$ cat config.mk
export PLATFORM = sky130hd
export DESIGN_NAME = adpll_gear_seq
export DESIGN_NICKNAME = d
export VERILOG_FILES = /design/src/rtl/adpll_pkg.sv /design/src/rtl/adpll_pgm_writer.sv /design/src/rtl/adpll_gear_seq.sv
export SDC_FILE = /design/constraint.sdc
export NUM_CORES = 1
export LEC_CHECK = 0
export ABC_AREA = 1
export BUFFER_PORTS_ARGS = -buffer_cell sky130_fd_sc_hd__buf_4
export CAP_MARGIN = 20
export CELL_PAD_IN_SITES_DETAIL_PLACEMENT = 1
export CELL_PAD_IN_SITES_GLOBAL_PLACEMENT = 1
export CORE_MARGIN = 2
export CORE_UTILIZATION = 27
export CTS_CLUSTER_SIZE = 25
export DETAILED_ROUTE_END_ITERATION = 8
export HOLD_SLACK_MARGIN = 0.05
export PLACE_DENSITY_LB_ADDON = 0.1
export SYNTH_ARGS = -nofsm -noshare
export SYNTH_HDL_FRONTEND = slang
export SYNTH_SLANG_ARGS = --single-unit
$ cat constraint.sdc
create_clock -name clk -period 2.4 [get_ports clk]
set_input_delay 0.12 -clock clk [delete_from_list [all_inputs] [get_ports clk]]
set_output_delay 0.12 -clock clk [all_outputs]
set_load 0.01 [all_outputs]
$ cat src/rtl/adpll_pkg.sv
// Shared definitions for the ADPLL gear sequencer: state and gear encodings,
// ADPLL register select codes, and the saturating counter helper.
// No logic of its own; imported by adpll_pgm_writer and adpll_gear_seq.
package adpll_pkg;

    typedef enum logic [2:0] {
        ST_IDLE  = 3'd0,
        ST_CLEAR = 3'd1,
        ST_PROG  = 3'd2,
        ST_ACQ   = 3'd3,
        ST_TRACK = 3'd4
    } state_t;

    typedef enum logic {
        GEAR_ACQ = 1'b0,
        GEAR_TRK = 1'b1
    } gear_t;

    localparam logic [2:0] PSEL_KP = 3'd0;
    localparam logic [2:0] PSEL_KI = 3'd1;

    localparam logic [7:0] CNT_MAX = 8'hFF;

    // 8-bit increment that sticks at 255 instead of wrapping.
    function automatic logic [7:0] sat_inc(input logic [7:0] v);
        return (v == CNT_MAX) ? v : v + 8'd1;
    endfunction

endpackage

$ cat src/rtl/adpll_pgm_writer.sv
// Purpose: one ADPLL register write: SETUP (data valid, pgm=0), PGM_HOLD strobe cycles, HOLD (data stable, pgm=0).
// Latency: outputs registered; SETUP appears the cycle after start, done is high during HOLD; a start seen in HOLD chains straight into the next SETUP.
// Backpressure: none; abort (or rst) returns to idle next cycle with pgm, param_sel and pgm_value cleared.
// Ports: clk, rst (sync, active-high), start/sel/value (write request), abort,
//        pgm/param_sel/pgm_value (registered ADPLL bus), done (write completing this cycle).
module adpll_pgm_writer
    import adpll_pkg::*;
#(
    parameter int PGM_HOLD = 2
) (
    input  logic       clk,
    input  logic       rst,
    input  logic       start,
    input  logic       abort,
    input  logic [2:0] sel,
    input  logic [4:0] value,
    output logic       pgm,
    output logic [2:0] param_sel,
    output logic [4:0] pgm_value,
    output logic       done
);

    typedef enum logic [1:0] {
        W_IDLE   = 2'd0,
        W_SETUP  = 2'd1,
        W_STROBE = 2'd2,
        W_HOLD   = 2'd3
    } wstate_t;

    localparam logic [7:0] HOLD_LAST = 8'(PGM_HOLD - 1);

    wstate_t    wst, wst_nxt;
    logic [7:0] hold_cnt, hold_cnt_nxt;

    always_comb begin
        wst_nxt      = wst;
        hold_cnt_nxt = hold_cnt;
        case (wst)
            W_IDLE:   if (start) wst_nxt = W_SETUP;
            W_SETUP: begin
                wst_nxt      = W_STROBE;
                hold_cnt_nxt = 8'd0;
            end
            W_STROBE: begin
                if (hold_cnt == HOLD_LAST) wst_nxt = W_HOLD;
                else                       hold_cnt_nxt = hold_cnt + 8'd1;
            end
            W_HOLD:   wst_nxt = start ? W_SETUP : W_IDLE;
            default:  wst_nxt = W_IDLE;
        endcase
        if (abort) wst_nxt = W_IDLE;
    end

    always_ff @(posedge clk) begin
        if (rst) begin
            wst       <= W_IDLE;
            hold_cnt  <= 8'd0;
            pgm       <= 1'b0;
            param_sel <= 3'd0;
            pgm_value <= 5'd0;
        end else begin
            wst      <= wst_nxt;
            hold_cnt <= hold_cnt_nxt;
            pgm      <= (wst_nxt == W_STROBE);
            // Data is captured only on SETUP entry, so it stays stable through strobe and HOLD.
            if (wst_nxt == W_SETUP) begin
                param_sel <= sel;
                pgm_value <= value;
            end else if (wst_nxt == W_IDLE) begin
                param_sel <= 3'd0;
                pgm_value <= 5'd0;
            end
        end
    end

    assign done = (wst == W_HOLD);

endmodule

$ cat src/rtl/adpll_gear_seq.sv
// Purpose: ADPLL gear sequencer: clear, program acquisition gains, watch phase error for lock, reprogram tracking gains, detect loss of lock.
// Latency: all outputs registered; state/outputs follow inputs by one cycle; each PROG is 2*(PGM_HOLD+2) cycles.
// Backpressure: none; dout sampled every cycle, en=0 returns to IDLE next cycle aborting any write.
// Ports: clk, rst (sync, active-high), en, dout/sign (phase error), acq_/trk_ kp/ki gains;
//        clr, pgm, param_sel, pgm_value (ADPLL control), locked, busy, state (status).
module adpll_gear_seq
    import adpll_pkg::*;
#(
    parameter int CLR_CYCLES    = 4,
    parameter int PGM_HOLD      = 2,
    parameter int LOCK_THRESH   = 2,
    parameter int LOCK_COUNT    = 16,
    parameter int UNLOCK_THRESH = 6,
    parameter int UNLOCK_COUNT  = 4
) (
    input  logic       clk,
    input  logic       rst,
    input  logic       en,
    input  logic [4:0] dout,
    input  logic       sign,
    input  logic [4:0] acq_kp,
    input  logic [4:0] acq_ki,
    input  logic [4:0] trk_kp,
    input  logic [4:0] trk_ki,
    output logic       clr,
    output logic       pgm,
    output logic [2:0] param_sel,
    output logic [4:0] pgm_value,
    output logic       locked,
    output logic       busy,
    output logic [2:0] state
);

    localparam logic [7:0] CLR_LAST  = 8'(CLR_CYCLES - 1);
    localparam logic [7:0] LOCK_N    = 8'(LOCK_COUNT);
    localparam logic [7:0] UNLOCK_N  = 8'(UNLOCK_COUNT);
    localparam logic [4:0] LOCK_TH   = 5'(LOCK_THRESH);
    localparam logic [4:0] UNLOCK_TH = 5'(UNLOCK_THRESH);

    state_t     st, st_nxt;
    gear_t      gear, prog_gear;
    logic [7:0] cnt, cnt_nxt;
    logic [4:0] sh_kp, sh_ki;
    logic       wr_idx;          // 0: kp write in flight, 1: ki write in flight
    logic       prog_entry;
    logic       wr_start, wr_abort, wr_done;
    logic [2:0] wr_sel;
    logic [4:0] wr_val;
    logic       clr_d, locked_d, busy_d;

    // Magnitude only; the sign of the phase error plays no part in thresholding.
    logic       sign_unused;
    assign sign_unused = sign;

    // State register
    always_ff @(posedge clk) begin
        if (rst) begin
            st     <= ST_IDLE;
            cnt    <= 8'd0;
            gear   <= GEAR_ACQ;
            sh_kp  <= 5'd0;
            sh_ki  <= 5'd0;
            wr_idx <= 1'b0;
        end else begin
            st  <= st_nxt;
            cnt <= cnt_nxt;
            if (prog_entry) begin
                gear   <= prog_gear;
                sh_kp  <= (prog_gear == GEAR_TRK) ? trk_kp : acq_kp;
                sh_ki  <= (prog_gear == GEAR_TRK) ? trk_ki : acq_ki;
                wr_idx <= 1'b0;
            end else if (wr_start) begin
                wr_idx <= 1'b1;
            end
        end
    end

    // Next-state logic
    always_comb begin
        st_nxt    = st;
        cnt_nxt   = cnt;
        wr_start  = 1'b0;
        wr_sel    = PSEL_KP;
        wr_val    = 5'd0;
        prog_gear = (st == ST_ACQ) ? GEAR_TRK : GEAR_ACQ;
        case (st)
            ST_IDLE:  st_nxt = ST_CLEAR;
            ST_CLEAR: begin
                if (cnt == CLR_LAST) st_nxt = ST_PROG;
                else                 cnt_nxt = sat_inc(cnt);
            end
            ST_PROG: begin
                if (wr_done) begin
                    if (!wr_idx) begin
                        wr_start = 1'b1;
                        wr_sel   = PSEL_KI;
                        wr_val   = sh_ki;
                    end else begin
                        st_nxt = (gear == GEAR_TRK) ? ST_TRACK : ST_ACQ;
                    end
                end
            end
            ST_ACQ: begin
                if (dout <= LOCK_TH) begin
                    cnt_nxt = sat_inc(cnt);
                    if (cnt_nxt >= LOCK_N) st_nxt = ST_PROG;
                end else begin
                    cnt_nxt = 8'd0;
                end
            end
            ST_TRACK: begin
                if (dout >= UNLOCK_TH) begin
                    cnt_nxt = sat_inc(cnt);
                    if (cnt_nxt >= UNLOCK_N) st_nxt = ST_CLEAR;
                end else begin
                    cnt_nxt = 8'd0;
                end
            end
            default:  st_nxt = ST_IDLE;
        endcase
        if (!en) st_nxt = ST_IDLE;
        // The kp write starts on the same edge PROG is entered, straight from the gain
        // inputs, so its SETUP lines up with the first PROG cycle.
        prog_entry = (st_nxt == ST_PROG) && (st != ST_PROG);
        if (prog_entry) begin
            wr_start = 1'b1;
            wr_sel   = PSEL_KP;
            wr_val   = (prog_gear == GEAR_TRK) ? trk_kp : acq_kp;
        end
        if (st_nxt != st) cnt_nxt = 8'd0;
    end

    // Leaving PROG for any reason kills the write without a HOLD cycle.
    assign wr_abort = (st_nxt != ST_PROG);

    adpll_pgm_writer #(
        .PGM_HOLD (PGM_HOLD)
    ) u_writer (
        .clk       (clk),
        .rst       (rst),
        .start     (wr_start),
        .abort     (wr_abort),
        .sel       (wr_sel),
        .value     (wr_val),
        .pgm       (pgm),
        .param_sel (param_sel),
        .pgm_value (pgm_value),
        .done      (wr_done)
    );

    // Output decode from the upcoming state
    always_comb begin
        clr_d    = (st_nxt == ST_CLEAR);
        locked_d = (st_nxt == ST_TRACK);
        busy_d   = (st_nxt == ST_CLEAR) || (st_nxt == ST_PROG);
    end

    always_ff @(posedge clk) begin
        if (rst) begin
            clr    <= 1'b0;
            locked <= 1'b0;
            busy   <= 1'b0;
        end else begin
            clr    <= clr_d;
            locked <= locked_d;
            busy   <= busy_d;
        end
    end

    assign state = st;

endmodule

== Yosys cells after proc, flatten, opt, wreduce, memory -nomap -nowiden ==
Cells that the tools add are included.
Word-level totals
  output and inout port bits: 15
  logic and storage cells: 92
  memory bits (read-only): 0
  memories kept: 0
  bits in latches: 0
  flip-flop bits (word level): 40
  memory bits (writable): 0
Operators by class
  reduce and logical (&&, ||, !) cells: 12
  muxes and demuxes: 41
  bitwise gates (word level): 0
  $mul: 0
  eq/ne operators: 20
  shift operators: 0
  $lt $le $gt $ge: 4
  add/sub/neg operators: 2
  div/mod/pow operators: 0
Operators by type and width (number)
  $mux 5: 8
  $mux 8: 5
  $mux 3: 12
  $pmux 8 s3: 1
  $add 8x1->8 const B: 2
  $pmux 8 s2: 1
  $pmux 3 s5: 1
  $eq 3x2->1 const B: 3
  $mux 1: 9
  $eq 8x1->1 const B: 1
  $eq 8x2->1 const B: 1
  $eq 8x8->1 const B: 1
  $ge 8x3->1 const B: 1
  $ge 8x5->1 const B: 1
  $pmux 2 s4: 1
  $eq 2x2->1 const B: 3
  $eq 3x1->1 const B: 2
  $eq 3x3->1 const B: 2
  $mux 2: 3
  $ne 3x2->1 const B: 2
  $ge 5x3->1 const B: 1
  $le 5x2->1 const B: 1
  $eq 2x1->1 const B: 2
  $logic_not 2->1: 2
  9 further kinds: 13

== Depth between registers and ports, before layout ==
  word-level depth: 16
  depth in mapped cells: 17

== Modules after synthesis ==
From an unflattened synthesis, not the netlist that was laid out.
Unflattened totals
  cells, all modules: 393
  area total of the unflattened synthesis: 2528.7 um^2
By module, submodules not included
  adpll_gear_seq: times used 1, cells each 252, seq. area each 420.4 um^2, area an instance 1529.0 um^2
  adpll_pgm_writer: times used 1, cells each 141, seq. area each 380.4 um^2, area an instance 999.7 um^2

== Worst setup path before layout ==
Ideal clock, no wire load.
  path type: flip-flop to flip-flop
  from: reg cnt[1]
  to: reg gear
  required time: 2275 ps
  stages on the path, launching flop included: 15
  setup slack: 527 ps
  arrival time: 1748 ps
  library setup time: 125 ps
  cell sequence: dfxtp_1 -> ha_1 -> nand2_1 -> nor2_1 -> nand2_4 -> nand3_1 -> nor2_2 -> nand2_1 -> nand2_1 -> nand2_2 -> nand3_4 -> nor2_8 -> nand2_1 -> nand3_1 -> o21ai_2
Between the ends
  cells in the longest elaborated chain, start to end: 9
Ends and longest elaborated chain
  start: declaration: RTL line adpll_gear_seq.sv:42  | logic [7:0] cnt, cnt_nxt;
  start signal: assignment: RTL line adpll_gear_seq.sv:66  | cnt <= cnt_nxt;
  $add 8x1->8 / $eq 8x8->1 (equally long branches): RTL line adpll_pkg.sv:26  | return (v == CNT_MAX) ? v : v + 8'd1;
  $mux 8: RTL line adpll_pkg.sv:26
  $ge 8x3->1 / $ge 8x5->1 (equally long branches): RTL line adpll_gear_seq.sv:114, adpll_gear_seq.sv:106
  $mux 3 (on tied branches): RTL line adpll_gear_seq.sv:114, adpll_gear_seq.sv:106
  $mux 3 (on tied branches): RTL line adpll_gear_seq.sv:112, adpll_gear_seq.sv:104
  $pmux 3 s5 (*): RTL line adpll_gear_seq.sv:86  | case (st)
  $mux 3 (*): RTL line adpll_gear_seq.sv:121  | if (!en) st_nxt = ST_IDLE;
  $eq 3x2->1 (*): RTL line adpll_gear_seq.sv:124  | prog_entry = (st_nxt == ST_PROG) && (st != ST_PROG);
  $logic_and 1x1->1 (*): RTL line adpll_gear_seq.sv:124
  end signal: assignment: RTL line adpll_gear_seq.sv:68  | gear <= prog_gear;
  end: declaration: RTL line adpll_gear_seq.sv:41  | gear_t gear, prog_gear;
Every way passes the cells marked *; elsewhere a longest branch is shown, timed or not.
A chain may end at the register's enable or synchronous reset.

== Worst setup path after layout ==
  from: reg cnt[0]
  to: reg u_writer.pgm_value[1]
Between the ends
  cells in the longest elaborated chain, start to end: 15
Ends and longest elaborated chain
  $add 8x1->8 / $eq 8x8->1 (equally long branches): RTL line adpll_pkg.sv:26
  $mux 8: RTL line adpll_pkg.sv:26
  $ge 8x3->1 / $ge 8x5->1 (equally long branches): RTL line adpll_gear_seq.sv:114, adpll_gear_seq.sv:106
  $mux 3 (on tied branches): RTL line adpll_gear_seq.sv:114, adpll_gear_seq.sv:106
  $mux 3 (on tied branches): RTL line adpll_gear_seq.sv:112, adpll_gear_seq.sv:104
  $pmux 3 s5 (*): RTL line adpll_gear_seq.sv:86
  $mux 3 (*): RTL line adpll_gear_seq.sv:121
  $eq 3x2->1: RTL line adpll_gear_seq.sv:124
  $logic_and 1x1->1: RTL line adpll_gear_seq.sv:124
  $mux 1: RTL line adpll_gear_seq.sv:125  | if (prog_entry) begin
  $mux 1 / $mux 2 (equally long branches): RTL line adpll_pgm_writer.sv:48, adpll_pgm_writer.sv:39
  $pmux 2 s4: RTL line adpll_pgm_writer.sv:38  | case (wst)
  $mux 2: RTL line adpll_pgm_writer.sv:51  | if (abort) wst_nxt = W_IDLE;
  $eq 2x1->1 / $logic_not 2->1 (equally long branches): RTL line adpll_pgm_writer.sv:66, adpll_pgm_writer.sv:69
  $mux 5 / $reduce_bool 2->1 (equally long branches)
  end signal: assignment: RTL line adpll_pgm_writer.sv:68  | pgm_value <= value;
  end: declaration: RTL line adpll_pgm_writer.sv:19  | output logic [4:0] pgm_value,
Marked as above.

==> reports/summary.txt <==
Mux cell area share after synthesis: 0%
Routed Antenna Nets: 0
Largest net degree at the start of global routing: 18
Synth area leader: dfxtp_1
Drt pass-1 iters: 4
Area grow syn2layout: 21.5%
Async set or reset register ratio after synthesis: 0%
Mean Syn Cell Area: 6.81 um2
Die width: 99.3 um
ANT cells: 0
Post-route setup TNS: 0 ns
Synth Warn #: 0
WHS Path Cells: 3
Post-synth top cells: nand2_1, inv_1, dfxtp_1
Hpwl dp: 5220 um
Pwr/cell area: 397 mW/mm2
Via count: 2379
Main synth FF type: dfxtp_1
CTS H-tree lvls: 2
#FFs+latches synth: 38
Worst-path fanout max: 9
Synth cell types: 40
Crit Path Class: flop to flop
Effective utilization at floorplan: 28.0%
CP Launch Type: flop
Post-synthesis xor/xnor area fraction: 0.357%
Iter 0 DRT Violations: 22
Clock Skew: 0.0116 ns
Cells after DPL: 506
Hold WC Path Type: primary input to flop
Max-slew violation count: 0
Worst skew pair latency: 0.29 ns
Drt wl/cell: 12.6 um
Layout cells sized above 1: 24.6%
Filler cells: 1128
CTS tree: done
Switching power: 0.000295 W
Tcrit/Tclk final: 90.6%
Top-count cell post-synth: nand2_1
# IOs: 44
Post-synthesis compound-gate area fraction: 8.01%
Max Cap Viol: 0
Yosys top cell area share: 31.0%
Routed Wire Length: 6500 um
Register area share after synthesis: 31.0%
Max Fclk: 460 MHz
RSZ-0062 raised after global routing: false
Vias per cell: 4.63
Clk slew on worst S/H paths: 0.08 ns
Number of synthesized flops with an enable pin: 0
Req. time, crit path: 2.64 ns
Leakage Power: 1.38 nW
Die Y: 99.3 um
First-pass GRT wire length: 11200 um
Syn Inst Count: 360
Largest family of logic cells by synthesized area: simple AND/OR/NAND/NOR gates
Crit path DAT: 2.41 ns
Core box area: 0.00876 mm2
Clock buffer depth: 2
Simple-Gate Fraction of Synth Area: 46.8%
Fin. Hold Viols: 0
Port Buffer Count: 40
Adder-Cell Fraction of Synth Area: 3.57%
Endpoint class of the critical path: flop
Comb pwr share: 9.1%
Hold Buf Count CTS: 0
Endpoints failing setup: 0
Clk root buf: clkbuf_8
VDD IR-drop max: 0.196 mV
Initial antenna violation count: 0
Reg power frac: 53.9%
GRT Overall Usage: 13.8%
Vias in the first global route: 2411
Die area: 0.00986 mm2
Final GP Congestion: 0.778
Fin nets: 441
# DRC: 0
Ranking of synthesized cells by area: dfxtp_1, nand2_1, inv_1
TritonCTS Sinks: 38
Cell Int Power: 0.000888 W
Total CTS buffers: 5
Min Tclk post-route: 2.17 ns
Clock network power share: 37.0%
Final std cells w/o fill: 514
Post-Syn Area: 0.00245 mm2
Status: complete, no violations
Cells on worst reg2reg path: 15
Global route overflow: 0
Sw frac: 24.9%
Rows: 34
==> stage by stage <==
step	area, um2	worst slack (ns)	hold slack [ns]	total power, W	util [%]
2_1_floorplan	2450	0.527	0.264	0.000706	-
4_1_cts	2950	0.157	0.137	0.00121	33.7
3_5_place_dp	2860	0.174	0.445	0.000760	32.7
3_3_place_gp	2860	0.197	0.423	0.000758	32.7
5_1_grt	2980	0.00425	0.149	0.00125	34.0
6_report	2980	0.225	0.146	0.00118	34.0
==> flip-flops by register name, summed over array words and instances (netlist names) <==
name and flops:
busy 1, clr 1, cnt 8, gear 1
locked 1, sh_ki 5, state 3, u_writer.hold_cnt 8
u_writer.param_sel 1, u_writer.pgm 1, u_writer.pgm_value 5, u_writer.wst 2
wr_idx 1
==> routing by layer <==
metal	track usage (%)	up-vias	wire length [um]
li1	-	1234	-
met1	16.8	1105	2860
met2	25.2	36	3380
met3	2.25	4	200
met4	3.58	0	55
met5	0	-	0
==> worst max-delay path, cell delays in order, from the launching register on <==
cell and delay [ns]:
dfxtp_1 0.33, ha_1 0.21, nand2_1 0.15, nor2_1 0.09, nand2_4 0.13, nand3_1 0.12, nor2_2 0.16, nand3_2 0.11
nand2_2 0.09, nand3_4 0.11, nor2_8 0.16, buf_4 0.22, nand3_1 0.08, nand2_1 0.07, nand2_1 0.05, nand2_1 0.05
==> power groups by stage <==
stage	Clock (W)	Combinational [W]	Sequential (W)
floorplan	0	0.0000535	0.000653
global placement	0	0.000106	0.000652
detailed placement	0	0.000107	0.000652
CTS	0.000462	0.000107	0.000638
global route	0.000487	0.000121	0.000638
finish	0.000438	0.000107	0.000637
==> final cells by class <==
class	count	area (um2)	share of cell area (%)
Multi-Input combinational cell	268	1480	49.6
Sequential cell	38	761	25.5
Timing Repair Buffer	46	345	11.6
Inverter	46	174	5.84
Tap cell	108	135	4.54
Clock buffer	6	72.6	2.44
Clock inverter	2	13.8	0.462
==> cell usage in the layout, fill, tap and decap left out, drive strengths merged, types with 2 or more instances in the layout <==
cell	n
clkbuf	6
nand3	38
buf	46
conb	2
nand2	125
a21oi	12
o22ai	5
clkinv	3
nor3	16
dfxtp	38
o21ai	8
nor3b	3
nand4	9
nor2	36
inv	45
ha	7
==> worst paths after layout <==
check	endpoint	startpoint	slack (ns)
setup reg to reg	u_writer.pgm_value[1]$_SDFFE_PP0P_	cnt[0]$_SDFFE_PP0P_	0.23
hold reg to reg	u_writer.param_sel[0]$_SDFFE_PP0P_	u_writer.param_sel[0]$_SDFFE_PP0P_	0.45
hold / removal	state[0]$_SDFF_PP0_	en	0.15
setup / recovery	u_writer.pgm_value[1]$_SDFFE_PP0P_	cnt[0]$_SDFFE_PP0P_	0.23
==> cells by family (layout without fill, tap and decap cells) <==
logic type,Yosys count,count (layout)
xor gates and xnor gates,1,1
and+or+nand+nor,229,229
DFF,38,38
other,1,2
adders and majority gates,7,7
AOI/OAI and AO/OA,29,29
buffers and inverters,55,100
==> timing repair <==
item | CTS | global route
setup buffers | 0 | 0
setup endpoints to repair | 0 | 11
gates resized for setup | 0 | 5
No activity file was read; power rests on OpenSTA's default activity.
